$ cat config.mk
export PLATFORM = sky130hd
export DESIGN_NAME = uart_rx_fifo_flat
export DESIGN_NICKNAME = d
export VERILOG_FILES = /design/src/rtl/uart_rx_fifo_if.sv /design/src/rtl/uart_rx_fifo.sv /design/src/flat_wrapper.sv
export SDC_FILE = /design/constraint.sdc
export NUM_CORES = 1
export LEC_CHECK = 0
export BUFFER_PORTS_ARGS = -buffer_cell sky130_fd_sc_hd__buf_2
export CAP_MARGIN = 20
export CORE_MARGIN = 2
export CORE_UTILIZATION = 45
export DETAILED_ROUTE_END_ITERATION = 8
export PLACE_DENSITY = 0.59
export SETUP_SLACK_MARGIN = 0.5
export SYNTH_ARGS = -nofsm -noshare
export SYNTH_HDL_FRONTEND = slang
export SYNTH_SLANG_ARGS = --single-unit
export TNS_END_PERCENT = 30
$ cat constraint.sdc
create_clock -name clk -period 4.99 [get_ports clk]
set_input_delay 0 -clock clk [delete_from_list [all_inputs] [get_ports clk]]
set_output_delay 0 -clock clk [all_outputs]
set_load 0.05 [all_outputs]
$ cat src/rtl/uart_rx_fifo_if.sv
// Byte stream handshake between the UART receiver FIFO and its consumer.
// master: the FIFO side (presents head byte); slave: the consumer side.
interface uart_rx_fifo_if;
  logic [7:0] rx_data;
  logic       rx_valid;
  logic       rx_ready;

  modport master (output rx_data, output rx_valid, input rx_ready);
  modport slave  (input rx_data, input rx_valid, output rx_ready);
endinterface

$ cat src/rtl/uart_rx_fifo.sv
// UART receiver (8N1, mid-bit sampling) feeding a first-word-fall-through FIFO.
// Optional macro UART_RX_PARITY_EN switches framing to 8E1 (parity state,
// parity failure reported as frame_err and the byte discarded).
module uart_rx_fifo #(
  parameter int CLKS_PER_BIT = 4167,
  parameter int DEPTH        = 8
) (
  input  logic                     clk,
  input  logic                     rst_n,
  input  logic                     rx,
  uart_rx_fifo_if.master           bus,
  output logic [$clog2(DEPTH):0]   fifo_count,
  output logic                     busy,
  output logic                     frame_err,
  output logic                     overrun,
  output logic [1:0]               err_sticky,
  input  logic                     err_clr
);
  localparam int CW = $clog2(CLKS_PER_BIT);
  localparam int AW = $clog2(DEPTH);
  localparam logic [CW-1:0] CNT_LAST = CW'(CLKS_PER_BIT - 1);
  localparam logic [CW-1:0] CNT_HALF = CW'(CLKS_PER_BIT / 2 - 1);

  typedef enum logic [2:0] {
    IDLE, START, DATA,
`ifdef UART_RX_PARITY_EN
    PARITY,
`endif
    STOP
  } state_t;

  state_t        state;
  logic          rx_meta, rxs;
  logic [CW-1:0] cnt;
  logic [2:0]    bit_idx;
  logic [7:0]    shreg;
  logic          armed;   // line seen high since the last start/break
  logic          par_ok;
  logic          stop_ok;
  logic          push;

  logic [7:0]    mem [DEPTH];
  logic [AW-1:0] wr_ptr, rd_ptr;
  logic          valid, full, pop, wr;

  // Two-flop synchroniser; idles high so reset does not look like a start bit
  always_ff @(posedge clk or negedge rst_n) begin
    if (!rst_n) begin
      rx_meta <= 1'b1;
      rxs     <= 1'b1;
    end else begin
      rx_meta <= rx;
      rxs     <= rx_meta;
    end
  end

`ifdef UART_RX_PARITY_EN
  logic par_bit;
  assign par_ok = ~^{shreg, par_bit};
`else
  assign par_ok = 1'b1;
`endif

  assign stop_ok = rxs & par_ok;
  assign push    = (state == STOP) && (cnt == CNT_LAST) && stop_ok;

  // Receiver FSM: start qualification, data shift, stop check, error pulse
  always_ff @(posedge clk or negedge rst_n) begin
    if (!rst_n) begin
      state     <= IDLE;
      cnt       <= '0;
      bit_idx   <= '0;
      shreg     <= '0;
      armed     <= 1'b0;
      busy      <= 1'b0;
      frame_err <= 1'b0;
`ifdef UART_RX_PARITY_EN
      par_bit   <= 1'b0;
`endif
    end else begin
      frame_err <= 1'b0;
      case (state)
        IDLE: begin
          cnt <= '0;
          if (rxs) armed <= 1'b1;
          else if (armed) begin
            state <= START;
            busy  <= 1'b1;
            armed <= 1'b0;
          end
        end
        START: begin
          if (cnt == CNT_HALF) begin
            cnt     <= '0;
            bit_idx <= '0;
            if (!rxs) state <= DATA;
            else begin
              // Short low glitch: drop back quietly
              state <= IDLE;
              busy  <= 1'b0;
              armed <= 1'b1;
            end
          end else cnt <= cnt + 1'b1;
        end
        DATA: begin
          if (cnt == CNT_LAST) begin
            cnt     <= '0;
            shreg   <= {rxs, shreg[7:1]};
            bit_idx <= bit_idx + 1'b1;
`ifdef UART_RX_PARITY_EN
            if (bit_idx == 3'd7) state <= PARITY;
`else
            if (bit_idx == 3'd7) state <= STOP;
`endif
          end else cnt <= cnt + 1'b1;
        end
`ifdef UART_RX_PARITY_EN
        PARITY: begin
          if (cnt == CNT_LAST) begin
            cnt     <= '0;
            par_bit <= rxs;
            state   <= STOP;
          end else cnt <= cnt + 1'b1;
        end
`endif
        STOP: begin
          if (cnt == CNT_LAST) begin
            cnt   <= '0;
            state <= IDLE;
            busy  <= 1'b0;
            // A low stop (break) must see the line rise before a new start
            armed <= rxs;
            if (!stop_ok) frame_err <= 1'b1;
          end else cnt <= cnt + 1'b1;
        end
        default: begin
          state <= IDLE;
          busy  <= 1'b0;
        end
      endcase
    end
  end

  assign valid        = (fifo_count != '0);
  assign full         = (fifo_count == ($clog2(DEPTH)+1)'(DEPTH));
  assign pop          = valid & bus.rx_ready;
  assign wr           = push & (~full | pop);
  assign bus.rx_valid = valid;
  assign bus.rx_data  = mem[rd_ptr];

  // FWFT FIFO storage, pointers, occupancy and overrun pulse
  always_ff @(posedge clk or negedge rst_n) begin
    if (!rst_n) begin
      for (int i = 0; i < DEPTH; i++) mem[i] <= '0;
      wr_ptr     <= '0;
      rd_ptr     <= '0;
      fifo_count <= '0;
      overrun    <= 1'b0;
    end else begin
      overrun <= push & full & ~pop;
      if (wr) begin
        mem[wr_ptr] <= shreg;
        wr_ptr      <= wr_ptr + 1'b1;
      end
      if (pop) rd_ptr <= rd_ptr + 1'b1;
      case ({wr, pop})
        2'b10:   fifo_count <= fifo_count + 1'b1;
        2'b01:   fifo_count <= fifo_count - 1'b1;
        default: fifo_count <= fifo_count;
      endcase
    end
  end

  // Sticky error flags; a new pulse beats a same-cycle clear
  always_ff @(posedge clk or negedge rst_n) begin
    if (!rst_n) err_sticky <= '0;
    else        err_sticky <= (err_clr ? 2'b00 : err_sticky) | {overrun, frame_err};
  end
endmodule

$ cat src/flat_wrapper.sv
// flat-port wrapper written by rule: the top's interface ports become plain ports
module uart_rx_fifo_flat 
#(
  parameter int CLKS_PER_BIT = 4167,
  parameter int DEPTH        = 8
)
  (clk, rst_n, rx, fifo_count, busy, frame_err, overrun, err_sticky, err_clr, bus_rx_data, bus_rx_valid, bus_rx_ready);
  uart_rx_fifo_if bus_i ();
  input  logic clk;
  input  logic rst_n;
  input  logic rx;
  output logic [$clog2(DEPTH):0] fifo_count;
  output logic busy;
  output logic frame_err;
  output logic overrun;
  output logic [1:0] err_sticky;
  input  logic err_clr;
  output wire logic [$bits(bus_i.rx_data)-1:0] bus_rx_data;
  output wire logic [$bits(bus_i.rx_valid)-1:0] bus_rx_valid;
  input wire logic [$bits(bus_i.rx_ready)-1:0] bus_rx_ready;
  assign bus_rx_data = bus_i.rx_data;
  assign bus_rx_valid = bus_i.rx_valid;
  assign bus_i.rx_ready = bus_rx_ready;
  uart_rx_fifo #(.CLKS_PER_BIT(CLKS_PER_BIT), .DEPTH(DEPTH)) u_core (.clk(clk), .rst_n(rst_n), .rx(rx), .bus(bus_i), .fifo_count(fifo_count), .busy(busy), .frame_err(frame_err), .overrun(overrun), .err_sticky(err_sticky), .err_clr(err_clr));
endmodule
==> impl_metrics.tcl <==
set metrics [dict create \
    status "finished clean" \
    grt_overflow 0 \
    hpwl_um 6410 \
    die_w_um 111 \
    cts_buffers 9 \
    required_ns 5.22 \
    post_cts_buffers 0 \
    peakVddDrop_v 0.000246 \
    max_freq_mhz 385 \
    htree_num_levels 3 \
    critical_path.startpoint_type "flop" \
    drt-wirelength-per-cell_um 18.4 \
    cts_resized 0 \
    p_sw_share_pct 25.2 \
    period_minus_slack_ns 2.59 \
    first_global_vias 3014 \
    dpl-instance-area_mm2 0.00537 \
    cp_num_cells 12 \
    clkTransAtPathRegs_ns 0.07 \
    rr_worst_depth 12 \
    cts_tree "yes" \
    vias 2981 \
    maxSlewViolCount 0 \
    fin_crit_sh_pct 52.0 \
    netlist-cell-type-count 49 \
    vias_per_cell 5.55 \
    cts_max_path_buffers 2 \
    p_seq_share_pct 54.4 \
    start_util_pct 45.7 \
    maxSlewHeadroom_pct 31.4 \
    grt_antenna_before_repair 0 \
    timing.rr.start "u_core.cnt[0]" \
    p_per_area_mw_per_mm2 309 \
    p_int_mw 1.32 \
    p_sw_mw 0.444 \
    comb_power_share_pct 7.5 \
    wl_um 9880 \
    crit_type "reg2reg" \
    ios 23 \
    ys_ff_latch 108 \
    fillers 1000 \
    stdcell_area_mm2 0.00569 \
    first_pass_iters 4 \
    p_total_mw 1.76 \
    rrSetupSlack_ns 2.40 \
    synth_top_cells_by_area "dfrtp_1 51%, mux2_2 17%, mux4_2 7.0%" \
    tightest_slew_ns 1.03 \
    drt-initial-drc-count 143 \
    stdcell_count 537 \
    dp_cells 518 \
    syn_nets 390 \
    synth_area_per_cell_um2 13.8 \
    synth-edff-count 0 \
    max_cap_viol_count 0 \
    critPathBufInv 1 \
    finalHoldViolations 0 \
    power.leakage_nw 2.76 \
    grt_pass1_wl_um 16500 \
    grt_max_degree 68 \
    die-height_um 111 \
    cts-root-buf "clkbuf_16" \
    synth-main-ff-cell "dfrtp_1" \
    cp.arrival_ns 2.83 \
    netlist_area_mm2 0.00517 \
    insertion_delay_ns 0.35 \
    placement_rows 39 \
    setup_violations 0 \
    core_mm2 0.0113 \
    synth_cells 376 \
    cp_max_fo 6 \
    finClkSkew_ns 0.00649 \
    min_path_type "in2async" \
    gp_congestion 0.750 \
    gr-usage-all-layers_pct 17.0 \
    antenna_cells 0 \
    crit_slowest_cell "dfrtp_1" \
    port_buffers 22 \
    layout-drive-gt1-share_pct 39.3 \
    async_reset_ff_share_pct 100 \
    drc 0 \
    nNetsFinal 404 \
    cp-end-kind "flop" \
    path_cells "inv_1 > ha_1 > nor4b_4 > and2_2 > nand3_1 > ha_1 > xor2_1 > ha_1 > a21oi_1 > xor2_1 > nor2_1 > xor2_1" \
    yosys_warnings 0 \
    synth_largest_area_cell "dfrtp_1" \
    finalSetupTns_ns 0 \
    power_frac_clock_pct 38.0 \
    timing.rr.end "u_core.fifo_count[2]" \
    yosysTopAreaCellShare_pct 51.3 \
    cp_top_family "simple AND/OR/NAND/NOR gates" \
    hold_slack_ns 0.269 \
    critPathMaxStageDelay_ns 0.41 \
    yosysSeqAreaShare_pct 52.3 \
    drtAntennaViolNets 0 \
    rsz0062_at_grt "no" \
    die-area_mm2 0.0124 \
    cts.sinks 108 \
    hold_buffers 4 \
    syn2layout_area_growth_pct 10.0 \
]
[cell usage after synthesis (5+ instances only)]
cell type and instances:
dfrtp_1 106, mux2_2 77, nor2_1 17, mux4_2 16, nand3_1 16, xor2_1 13, buf_1 10, clkbuf_1 10
ha_1 9, nand2_1 9, mux2_4 8, xnor2_1 7, nand4_1 6, and3_1 5
[stage by stage]
| step | util, % | worst slack, ns |
|---|---|---|
| finish | 50.3 | 2.40 |
| CTS | 50.3 | 2.38 |
| global placement | 47.5 | 2.46 |
| global route | 50.3 | 2.16 |
| detailed placement | 47.5 | 2.39 |
| floorplan | - | 2.10 |
[sequential cells by signal, summed over array words and instances (netlist names)]
register / cells
u_core.armed: 1
u_core.bit_idx: 3
u_core.busy: 1
u_core.cnt: 13
u_core.err_sticky: 2
u_core.fifo_count: 4
u_core.frame_err: 1
u_core.mem: 64
u_core.overrun: 1
u_core.rd_ptr: 3
u_core.rx_meta: 1
u_core.rxs: 1
u_core.shreg: 8
u_core.state: 2
u_core.wr_ptr: 3
[how the worst max path moves through the flow]
| stage | slack, ns | to | startpoint |
|---|---|---|---|
| after floorplan | 2.10 | u_core.fifo_count[2] | u_core.fifo_count[1] |
| after global placement | 2.46 | u_core.fifo_count[2] | u_core.cnt[0] |
| after detailed placement | 2.39 | u_core.fifo_count[2] | u_core.cnt[0] |
| after CTS | 2.38 | u_core.fifo_count[2] | u_core.cnt[0] |
| after global routing | 2.16 | u_core.fifo_count[2] | u_core.cnt[0] |
| final | 2.40 | u_core.fifo_count[2] | u_core.cnt[0] |
[layer usage]
metal	track usage (%)	vias to the layer above	wire [um]
met5	0	-	0
met3	3.72	10	279
met4	5.35	0	170
met1	23.9	1544	4660
met2	26.6	37	4770
li1	-	1390	-
[power by group through the flow]
stage	sequential, mW	combinational, mW	clock, mW
floorplan	0.956	0.101	0
global placement	0.971	0.129	0
detailed placement	0.973	0.131	0
CTS	0.957	0.134	0.689
global route	0.965	0.155	0.724
finish	0.958	0.133	0.670
[worst reg2reg max path, cell delays in order, from the launching register on]
cell     delay (ns)
dfrtp_1        0.41
inv_1          0.07
ha_1           0.13
nor4b_4        0.30
and2_2         0.28
nand3_1        0.12
ha_1           0.31
xor2_1         0.17
ha_1           0.19
a21oi_1        0.15
xor2_1         0.16
nor2_1         0.06
xor2_1         0.14
[cells in the final DEF (no fill, tap or decap), types with 7 or more instances in the layout]
cell type	instances
xor2_1	13
nand3_1	16
nand2_1	9
mux4_2	16
mux2_4	8
xnor2_1	7
ha_1	9
buf_2	21
mux2_2	77
clkbuf_16	9
nor2_1	17
dfrtp_1	106
[final cells by class]
| class | count | area, um^2 | share of cell area [%] |
|---|---|---|---|
| Clock buffer | 10 | 239 | 4.20 |
| Clock inverter | 5 | 37.5 | 0.660 |
| Inverter | 4 | 15.0 | 0.264 |
| Multi-Input combinational cell | 239 | 2350 | 41.2 |
| Sequential cell | 108 | 2710 | 47.5 |
| Tap cell | 143 | 179 | 3.14 |
| Timing Repair Buffer | 28 | 168 | 2.95 |
[cells by family after synthesis]
kind of cell | after synthesis | synth area share, %
adders and majority gates | 9 | 2.18
xor gates and xnor gates | 20 | 3.39
and+or+nand+nor | 91 | 11.3
DFF | 108 | 52.3
muxes | 101 | 26.1
buffers and inverters | 29 | 2.40
AOI/OAI and AO/OA | 18 | 2.35
Power figures use the tool's default switching activity.
